[src/rtl/contador_pkg.sv]
// contador_pkg: shared types and helpers for the contador_ctrl sequencer.
//   state_t     - FSM state codes; the numeric values are exported on state_o
//                 and shown on the LCD debug view.
//   NUM_*/LETRA_* - 7-segment patterns, active-high, bit order {dp,g,f,e,d,c,b,a}.
//   hex_to_seg  - maps a 4-bit value to its 7-segment hex glyph.
package contador_pkg;

  typedef enum logic [2:0] {
    IDLE  = 3'd0,
    LOAD  = 3'd1,
    COUNT = 3'd2,
    HOLD  = 3'd3,
    DONE  = 3'd4
  } state_t;

  localparam logic [7:0] NUM_0   = 8'h3f;
  localparam logic [7:0] NUM_1   = 8'h06;
  localparam logic [7:0] NUM_2   = 8'h5b;
  localparam logic [7:0] NUM_3   = 8'h4f;
  localparam logic [7:0] NUM_4   = 8'h66;
  localparam logic [7:0] NUM_5   = 8'h6d;
  localparam logic [7:0] NUM_6   = 8'h7d;
  localparam logic [7:0] NUM_7   = 8'h07;
  localparam logic [7:0] NUM_8   = 8'h7f;
  localparam logic [7:0] NUM_9   = 8'h6f;
  localparam logic [7:0] LETRA_A = 8'h77;
  localparam logic [7:0] LETRA_B = 8'h7c;
  localparam logic [7:0] LETRA_C = 8'h39;
  localparam logic [7:0] LETRA_D = 8'h5e;
  localparam logic [7:0] LETRA_E = 8'h79;
  localparam logic [7:0] LETRA_F = 8'h71;

  function automatic logic [7:0] hex_to_seg(input logic [3:0] v);
    logic [7:0] s;
    case (v)
      4'h0:    s = NUM_0;
      4'h1:    s = NUM_1;
      4'h2:    s = NUM_2;
      4'h3:    s = NUM_3;
      4'h4:    s = NUM_4;
      4'h5:    s = NUM_5;
      4'h6:    s = NUM_6;
      4'h7:    s = NUM_7;
      4'h8:    s = NUM_8;
      4'h9:    s = NUM_9;
      4'ha:    s = LETRA_A;
      4'hb:    s = LETRA_B;
      4'hc:    s = LETRA_C;
      4'hd:    s = LETRA_D;
      4'he:    s = LETRA_E;
      default: s = LETRA_F;
    endcase
    return s;
  endfunction

endpackage

[src/rtl/contador_dp.sv]
// contador_dp: count register plus step/clamp arithmetic.
//   clk_i, rst_ni        - clock, async active-low reset (count clears to 0)
//   load_i, load_val_i   - load the start value (has priority over en_i)
//   en_i                 - apply one step (or the clamp value) this cycle
//   up_i, step3_i        - direction and step size (1 or STEP_BIG)
//   target_i             - stop value used for the reach/overrun flags
//   clamp_i, clamp_val_i - replace the stepped value with clamp_val_i
//   cnt_o                - current count
//   hit_o                - this step reaches or passes the target
//   oob_o                - this step would leave [0, 2^N-1] with the target behind us
module contador_dp
  import contador_pkg::*;
#(
  parameter int unsigned NBITS_COUNT = 4,
  parameter int unsigned STEP_BIG    = 3
) (
  input  logic                   clk_i,
  input  logic                   rst_ni,
  input  logic                   load_i,
  input  logic [NBITS_COUNT-1:0] load_val_i,
  input  logic                   en_i,
  input  logic                   up_i,
  input  logic                   step3_i,
  input  logic [NBITS_COUNT-1:0] target_i,
  input  logic                   clamp_i,
  input  logic [NBITS_COUNT-1:0] clamp_val_i,
  output logic [NBITS_COUNT-1:0] cnt_o,
  output logic                   hit_o,
  output logic                   oob_o
);

  localparam int unsigned W = NBITS_COUNT + 1;

  logic [NBITS_COUNT-1:0] cnt_q, cnt_d;
  logic [W-1:0]           step_w, sum_w;
  logic signed [W:0]      diff_s;
  logic                   up_hit, up_oob, dn_hit, dn_oob;

  always_comb begin
    step_w = step3_i ? W'(STEP_BIG) : W'(1);
    // One spare bit catches overflow above 2^N-1; the signed
    // difference carries a sign bit so underflow below 0 is visible.
    sum_w  = {1'b0, cnt_q} + step_w;
    diff_s = $signed({2'b00, cnt_q}) - $signed({1'b0, step_w});

    up_hit = (cnt_q < target_i) && (sum_w >= {1'b0, target_i});
    up_oob = (cnt_q > target_i) && sum_w[NBITS_COUNT];
    dn_hit = (cnt_q > target_i) && (diff_s <= $signed({2'b00, target_i}));
    dn_oob = (cnt_q < target_i) && diff_s[W];

    hit_o  = up_i ? up_hit : dn_hit;
    oob_o  = up_i ? up_oob : dn_oob;

    if (clamp_i) begin
      cnt_d = clamp_val_i;
    end else if (up_i) begin
      cnt_d = sum_w[NBITS_COUNT-1:0];
    end else begin
      cnt_d = diff_s[NBITS_COUNT-1:0];
    end
  end

  always_ff @(posedge clk_i or negedge rst_ni) begin
    if (!rst_ni) begin
      cnt_q <= '0;
    end else if (load_i) begin
      cnt_q <= load_val_i;
    end else if (en_i) begin
      cnt_q <= cnt_d;
    end
  end

  assign cnt_o = cnt_q;

endmodule

[src/rtl/contador_ctrl.sv]
// contador_ctrl: sequencer for the up/down counter datapath.
// Loads a start value, steps toward a target by 1 or STEP_BIG per tick,
// clamps at the target (or at 0 / 2^N-1 when the target lies behind the
// direction of travel) and then flags done. Priority: abort > start > pause > tick.
//   clk_2, reset_n   - clock, async active-low reset
//   tick             - count enable in COUNT
//   start            - start / restart a run (through LOAD)
//   pause            - hold the count while high
//   abort            - back to IDLE, count kept
//   up, step3        - direction and step select, latched in LOAD
//   load_val, target - start and stop values, latched in LOAD
//   cnt              - current count
//   busy/done/err    - LOAD|COUNT|HOLD / DONE / DONE with unreachable target
//   state_o          - state code for LCD debug
//   seg              - registered 7-seg glyph of cnt (only with CONTADOR_CTRL_SEG_EN)
module contador_ctrl
  import contador_pkg::*;
#(
  parameter int unsigned NBITS_COUNT = 4,
  parameter int unsigned STEP_BIG    = 3
) (
  input  logic                   clk_2,
  input  logic                   reset_n,
  input  logic                   tick,
  input  logic                   start,
  input  logic                   pause,
  input  logic                   abort,
  input  logic                   up,
  input  logic                   step3,
  input  logic [NBITS_COUNT-1:0] load_val,
  input  logic [NBITS_COUNT-1:0] target,
  output logic [NBITS_COUNT-1:0] cnt,
  output logic                   busy,
  output logic                   done,
  output logic                   err,
  output logic [2:0]             state_o
`ifdef CONTADOR_CTRL_SEG_EN
  ,
  output logic [7:0]             seg
`endif
);

  state_t                 state_q, state_d;
  logic                   up_q, step3_q;
  logic [NBITS_COUNT-1:0] target_q;
  logic                   busy_q, done_q, err_q, err_d;
  logic                   dp_load, dp_en, dp_clamp, dp_hit, dp_oob;
  logic [NBITS_COUNT-1:0] clamp_val;

  always_comb begin
    state_d = state_q;
    err_d   = 1'b0;
    dp_load = 1'b0;
    dp_en   = 1'b0;
    if (abort && (state_q != IDLE)) begin
      state_d = IDLE;
    end else begin
      case (state_q)
        IDLE:  if (start && !abort) state_d = LOAD;
        LOAD: begin
          dp_load = 1'b1;
          state_d = (load_val == target) ? DONE : COUNT;
        end
        COUNT: begin
          if (start) begin
            state_d = LOAD;
          end else if (pause) begin
            state_d = HOLD;
          end else if (tick) begin
            dp_en = 1'b1;
            if (dp_hit || dp_oob) begin
              state_d = DONE;
              err_d   = dp_oob;
            end
          end
        end
        HOLD: begin
          if (start) begin
            state_d = LOAD;
          end else if (!pause) begin
            state_d = COUNT;
          end
        end
        DONE: begin
          if (start) begin
            state_d = LOAD;
          end else begin
            err_d = err_q;
          end
        end
        default: state_d = IDLE;
      endcase
    end
  end

  // Clamp to the target when reached, otherwise to the rail we ran into.
  assign dp_clamp  = dp_hit | dp_oob;
  assign clamp_val = dp_hit ? target_q : (up_q ? '1 : '0);

  always_ff @(posedge clk_2 or negedge reset_n) begin
    if (!reset_n) begin
      state_q  <= IDLE;
      up_q     <= 1'b0;
      step3_q  <= 1'b0;
      target_q <= '0;
      busy_q   <= 1'b0;
      done_q   <= 1'b0;
      err_q    <= 1'b0;
    end else begin
      state_q <= state_d;
      busy_q  <= (state_d == LOAD) || (state_d == COUNT) || (state_d == HOLD);
      done_q  <= (state_d == DONE);
      err_q   <= err_d;
      if (dp_load) begin
        up_q     <= up;
        step3_q  <= step3;
        target_q <= target;
      end
    end
  end

  contador_dp #(
    .NBITS_COUNT (NBITS_COUNT),
    .STEP_BIG    (STEP_BIG)
  ) u_dp (
    .clk_i       (clk_2),
    .rst_ni      (reset_n),
    .load_i      (dp_load),
    .load_val_i  (load_val),
    .en_i        (dp_en),
    .up_i        (up_q),
    .step3_i     (step3_q),
    .target_i    (target_q),
    .clamp_i     (dp_clamp),
    .clamp_val_i (clamp_val),
    .cnt_o       (cnt),
    .hit_o       (dp_hit),
    .oob_o       (dp_oob)
  );

  assign busy    = busy_q;
  assign done    = done_q;
  assign err     = err_q;
  assign state_o = state_q;

`ifdef CONTADOR_CTRL_SEG_EN
  logic [7:0] seg_q;

  always_ff @(posedge clk_2 or negedge reset_n) begin
    if (!reset_n) begin
      seg_q <= NUM_0;
    end else begin
      seg_q <= hex_to_seg(cnt[3:0]);
    end
  end

  assign seg = seg_q;
`endif

endmodule
[config.mk]
export PLATFORM = sky130hd
export DESIGN_NAME = contador_ctrl
export DESIGN_NICKNAME = d
export VERILOG_FILES = /design/src/rtl/contador_pkg.sv /design/src/rtl/contador_dp.sv /design/src/rtl/contador_ctrl.sv
export SDC_FILE = /design/constraint.sdc
export NUM_CORES = 1
export LEC_CHECK = 0
export ABC_AREA = 1
export BUFFER_PORTS_ARGS = -buffer_cell sky130_fd_sc_hd__buf_2
export CAP_MARGIN = 30
export CORE_UTILIZATION = 40
export DETAILED_ROUTE_END_ITERATION = 8
export PLACE_DENSITY_LB_ADDON = 0.12
export SLEW_MARGIN = 20
export SYNTH_ARGS = -nofsm -noshare
export SYNTH_HDL_FRONTEND = slang
export SYNTH_SLANG_ARGS = --single-unit
[constraint.sdc]
create_clock -name clk_2 -period 2.7 [get_ports clk_2]
set_clock_uncertainty 0.15 [all_clocks]
set_input_delay 0.135 -clock clk_2 [delete_from_list [all_inputs] [get_ports clk_2]]
set_output_delay 0.135 -clock clk_2 [all_outputs]
set_load 0.05 [all_outputs]
Word-level counts from Yosys, hierarchy flattened
Index checks and enable logic that the tools add are counted.
Widths: inputs -> output; s select.

storage, ports and cells
  register bits after elaboration = 16
  output and inout bits = 10
  logic and storage cells = 72
  input port bits = 16

operators by class
  eq/ne operators = 10
  $lt $le $gt $ge = 4
  bitwise gates (word level) = 1
  reductions and logical operators = 13
  add/sub/neg operators = 2
  muxes and demuxes = 34

operators by type and width
  operator            number
  $mux 3              10
  $mux 4              6
  $mux 1              15
  $pmux 3 s5          1
  $eq 3x2->1 const B  4
  $eq 3x1->1 const B  2
  $eq 3x3->1 const B  2
  $le 6x5->1          1
  $logic_and 1x1->1   6
  $sub 4x5->6         1
  $add 4x5->5         1
  $ge 5x4->1          1
  $eq 4x4->1          1
  $gt 4x4->1          1
  $lt 4x4->1          1
  $logic_not 3->1     1
  $logic_or 1x1->1    3
  $ne 3x3->1 const B  1
  $reduce_bool 3->1   1
  $mux 2              1
  $pmux 1 s2          1
  $reduce_bool 2->1   1
  $logic_not 1->1     1
  $or 1x1->1          1

Logic depth before layout (Yosys ltp)
  depth in word-level cells = 15
  mapped depth = 21
  mapped depth without buffers = 21

Modules after synthesis
Synthesis repeated with hierarchy kept, for this count alone.

second synthesis, totals
  cell total of the unflattened synthesis = 215
  area total of the unflattened synthesis = 1477.7 µm²

by module, submodules not included
  module         instances  seq. area each (µm²)  area each (µm²)  cells an instance
  contador_dp    1          100.1                 759.5            115
  contador_ctrl  1          300.3                 718.2            100

Worst setup path after synthesis
No wires, ideal clock.

  kind = flip-flop to flip-flop
  start = reg u_dp.cnt_q[0] (netlist: u_dp.cnt_o[0])
  end = reg u_dp.cnt_q[0] (netlist: u_dp.cnt_o[0])
  buffers on the path = 0
  stages on the path, launching flop included = 18
  arrival = 2664 ps
  path slack = -232 ps
  data required time = 2432 ps
  setup time = 118 ps
  period minus slack after synthesis = 2932 ps
  cells stage by stage = dfrtp_1 -> inv_1 -> fa_1 -> xor2_1 -> ha_1 -> nand2_1 -> inv_1 -> nand2_1 -> nand2_1 -> nand2_1 -> nand2_1 -> nand2_1 -> nand2_1 -> nand2_1 -> a21oi_1 -> o21ai_0 -> nand2_1 -> nand2_1

on the way
  cells in the longest elaborated chain, start to end = 8
  elaborated cells on any way between the ends = 18
  classes of those cells = add/sub (2); order compare (4); mux (7); bitwise (1); reduce/logical (4)

RTL lines
  what                                         line                                      text
  from (decl)                                  contador_dp.sv:34                         logic [NBITS_COUNT-1:0] cnt_q, cnt_d;
  from (signal assigned)                       contador_dp.sv:67                         cnt_q <= load_val_i;
  from (signal assigned)                       contador_dp.sv:69                         cnt_q <= cnt_d;
  $sub 4x5->6 or $add 4x5->5 (tied branches)   contador_dp.sv:44, contador_dp.sv:43
  $le 6x5->1 or $ge 5x4->1 (tied branches)     contador_dp.sv:48, contador_dp.sv:46
  $logic_and 1x1->1, on equally long branches  contador_dp.sv:48, contador_dp.sv:46
  $mux 1                                       contador_dp.sv:51                         hit_o = up_i ? up_hit : dn_hit;
  $mux 4 or $or 1x1->1 (tied branches)         contador_ctrl.sv:98, contador_ctrl.sv:97
  $mux 4 (*)                                   contador_dp.sv:54                         if (clamp_i) begin
  $mux 4 (*)                                   contador_dp.sv:68                         end else if (en_i) begin
  $mux 4 (*)                                   contador_dp.sv:66                         end else if (load_i) begin

Mark *: on every way between the ends. The rest lies on a longest branch, timed or not. The select of a mux whose other input is x is not followed.
A chain may end at the register's enable or synchronous reset.

Worst setup path in the final report
  start = reg step3_q
  end = reg busy_q (netlist: busy)

on the way
  cells in the longest elaborated chain, start to end = 15
  elaborated cells on any way between the ends = 23
  classes of those cells = add/sub (2); order compare (2); eq/ne (3); mux (9); reduce/logical (7)

RTL lines
  what                                         line                                  text
  from (decl)                                  contador_ctrl.sv:44                   logic up_q, step3_q;
  from (signal assigned)                       contador_ctrl.sv:116                  step3_q <= step3;
  $mux 2 (*)                                   contador_dp.sv:40                     step_w = step3_i ? W'(STEP_BIG) : W'(1);
  $sub 4x5->6 or $add 4x5->5 (tied branches)   contador_dp.sv:44, contador_dp.sv:43
  $le 6x5->1 or $ge 5x4->1 (tied branches)     contador_dp.sv:48, contador_dp.sv:46
  $logic_and 1x1->1, on equally long branches  contador_dp.sv:48, contador_dp.sv:46
  $mux 1                                       contador_dp.sv:51
  $logic_or 1x1->1 (*)                         contador_ctrl.sv:71                   if (dp_hit || dp_oob) begin
  $mux 3 (*)                                   contador_ctrl.sv:71
  $mux 3 (*)                                   contador_ctrl.sv:69                   end else if (tick) begin
  $mux 3 (*)                                   contador_ctrl.sv:67                   end else if (pause) begin
  $mux 3 (*)                                   contador_ctrl.sv:65                   if (start) begin
  $pmux 3 s5 (*)                               contador_ctrl.sv:58                   case (state_q)
  $mux 3 (*)                                   contador_ctrl.sv:55                   if (abort && (state_q != IDLE)) begin
  $eq 3x1->1 or $eq 3x2->1 (tied branches)     contador_ctrl.sv:111                  busy_q <= (state_d == LOAD) || (state_d == COUNT) || (state_d == HOLD);
  $logic_or 1x1->1                             contador_ctrl.sv:111
  $logic_or 1x1->1 (*)                         contador_ctrl.sv:111
  to (signal assigned)                         contador_ctrl.sv:111
  to (decl)                                    contador_ctrl.sv:46                   logic busy_q, done_q, err_q, err_d;

Mark *: on every way between the ends. The rest lies on a longest branch, timed or not.

==> impl_metrics.tcl <==
set metrics [dict create \
    via_per_inst 4.63 \
    die_w_um 60.3 \
    placed_cell_area_mm2 0.00158 \
    wl_per_cell_um 11.7 \
    root_buffer "clkbuf_4" \
    coreArea_mm2 0.00313 \
    rsz0062_at_grt "true" \
    area_delta_synth_final_pct 26.3 \
    dp_worst_setup_slack_ns 0.0413 \
    finalCriticalPeriod_ns 2.55 \
    syn_inst 197 \
    grtUsageTotal 0.197 \
    fin_setup_tns_ns 0 \
    tightest_slew_ns 0.359 \
    syn-cell-area_mm2 0.00136 \
    yosys.area_share.simple 0.296 \
    finalNetCount 271 \
    fp-row-count 20 \
    fin_ws_ns 0.146 \
    ff2ff_setup_slack_ns 0.15 \
    status "completed" \
    drt_iter0_drc 83 \
    synth_top_area_cell "dfrtp_1" \
    grt_pass1_vias 1158 \
    crit_start "step3_q" \
    antenna_cells 0 \
    avgSynthCellArea_um2 6.90 \
    finalSetupViolCount 0 \
    grt_use_met3 0.0455 \
    dieArea_mm2 0.00364 \
    synth_ff_type "dfrtp_1" \
    vias 1307 \
    grt_overflow 0 \
    crit-reg2reg-capture "busy" \
    ys_top_cells_by_count "nand2_1, inv_1, dfrtp_1" \
    numCtsBuffers 3 \
    reg2regPathDepth 18 \
    antenna_found_initial 0 \
    synth_cell_types 23 \
    met1_usage 0.301 \
    postRouteWirelength_um 3300 \
    cts.sink_count 16 \
    clock_tree.htree_level_count 1 \
    ys_warn_count 0 \
    crit_fanout 5 \
    synth_top_family_by_area "simple AND/OR/NAND/NOR gates" \
    synthAdderAreaFrac 0.149 \
    timing.rr.start "step3_q" \
    cts_tree "built" \
    grt-busiest-layer "met1" \
    ys_seq_area_frac 0.294 \
    async_reset_ff_frac 1.00 \
    yosysMostFrequentCell "nand2_1" \
    hold_viol_final 0 \
    netlist.area_leader.share 0.294 \
    ys_seq_elements 16 \
    cts_buffer_depth 2 \
    start_kind "flip-flop" \
    crit_required_ns 2.73 \
    cap_violations 0 \
    die_h_um 60.3 \
    dp_hpwl_um 2690 \
    drive_above_1_share 0.252 \
    drcViolationCount 0 \
    cp.arrival_ns 2.58 \
    max-slew-margin-rel 0.761 \
    cp-endpoint "busy" \
    synth_mux_area_frac 0 \
    final_antenna_net_count 0 \
    timing.fmax_ghz 0.392 \
    drtPass1Iterations 4 \
    setup.worst_path.end_class "flip-flop" \
    syn-num-nets 228 \
    place.port_buffers 25 \
    clock_latency_ns 0.28 \
    gp_congestion 0.842 \
    min_period_over_period 0.946 \
    fin_area_mm2 0.00172 \
    boundaryPins 26 \
    synth_xor_area_frac 0.0515 \
    drv_slew 0 \
    synth-edff-count 0 \
    grt_util_met2 0.290 \
    path_clk_slew_ns 0.09 \
    critPathKind "reg -> reg" \
    hold_path_class "in -> reg" \
    grt_pass1_wl_um 5380 \
    yosys-top-cells-area "dfrtp_1, nand2_1, ha_1" \
    grt_max_degree 17 \
    synth_compound_area_frac 0.109 \
    initial_core_util 0.435 \
]
[worst min-delay path by stage]
stage / startpoint / endpoint / slack, ns / cells after the start
final: load_val[3] / u_dp.cnt_o[3] / 0.03 / 5
after CTS: load_val[3] / u_dp.cnt_o[3] / 0.02 / 5
after floorplan: reset_n / busy / -0.31 / 0
after detailed placement: reset_n / target_q[3] / -0.08 / 1
after global placement: reset_n / step3_q / -0.08 / 1
after global routing: load_val[3] / u_dp.cnt_o[3] / 0.04 / 5
[per-layer routing]
metal	share of wire	wire, um
met2	0.44	1440
met5	0	0
met4	0	0
met1	0.51	1670
met3	0.059	193
[critical path: stages (launching register included)]
cell and delay [ns]:
dfrtp_1 0.41, buf_6 0.13, fa_2 0.38, xor2_2 0.17
ha_1 0.31, nand2_2 0.09, inv_2 0.03, nand2_1 0.05
nand2_1 0.04, nand2_1 0.06, nand2_1 0.05, nand2_1 0.07
nand2_2 0.09, nand3_4 0.12, nand3_2 0.06, nand2_1 0.06
nand2_1 0.06, nand2_2 0.07, nand2_1 0.05
[logic make-up (layout without fill, tap and decap cells)]
| kind of cell | count (synthesis) | after routing |
|---|---|---|
| buf+inv | 36 | 77 |
| xor+xnor | 8 | 8 |
| simple gates | 94 | 94 |
| compound gates | 28 | 28 |
| fa+ha+maj | 15 | 15 |
| flops | 16 | 16 |
[area by class of cell]
cell class,instances,area [um^2]
fill,317,1410
multi-input combinational,145,855
sequential,16,403
timing repair buffer,39,251
inverter,35,131
tap,44,55.1
clock buffer,3,22.5
[state kept, by name, summed over array words and instances (netlist names)]
register,count
busy,1
done,1
err,1
state_o,3
step3_q,1
target_q,4
u_dp.cnt_o,4
up_q,1
[cells in the final DEF (no fill, tap or decap)]
cell type      count
inv_1             29
nor3_1             1
dfrtp_1           14
nor2_2             3
o21ai_0           11
buf_2             25
clkbuf_4           3
o21bai_1           1
inv_2              6
nand3_2            2
dfrtp_2            2
dlygate4sd3_1      7
nand2_2            8
o22ai_1            2
fa_2               2
buf_6              1
a31oi_1            1
xor2_1             2
nand3_1            6
xor2_2             1
xnor2_1            5
buf_4              6
nand3_4            1
nand4_1            2
nor2_1            13
a21oi_1           10
nand2_1           58
o21ai_1            2
o211ai_1           1
ha_1              13
[stage by stage]
stage | std cells | hold slack (ns) | util
global placement | 270 | -0.0834 | 0.504
global route | 282 | 0.0372 | 0.549
detailed placement | 270 | -0.0821 | 0.504
floorplan | 197 | -0.311 | -
finish | 282 | 0.0320 | 0.549
CTS | 280 | 0.0242 | 0.534
[repair_timing]
action / 4_1_cts / 5_1_grt
setup buffers: 0 / 2
resized for setup: 0 / 15
endpoints found under the hold margin: 22 / 0
hold buffers: 7 / 0
endpoints found under the setup margin: 0 / 8
Power is left out: the tool's default activity adds up to more than one toggle a clock period on the data nets, which glitch-free logic cannot reach.
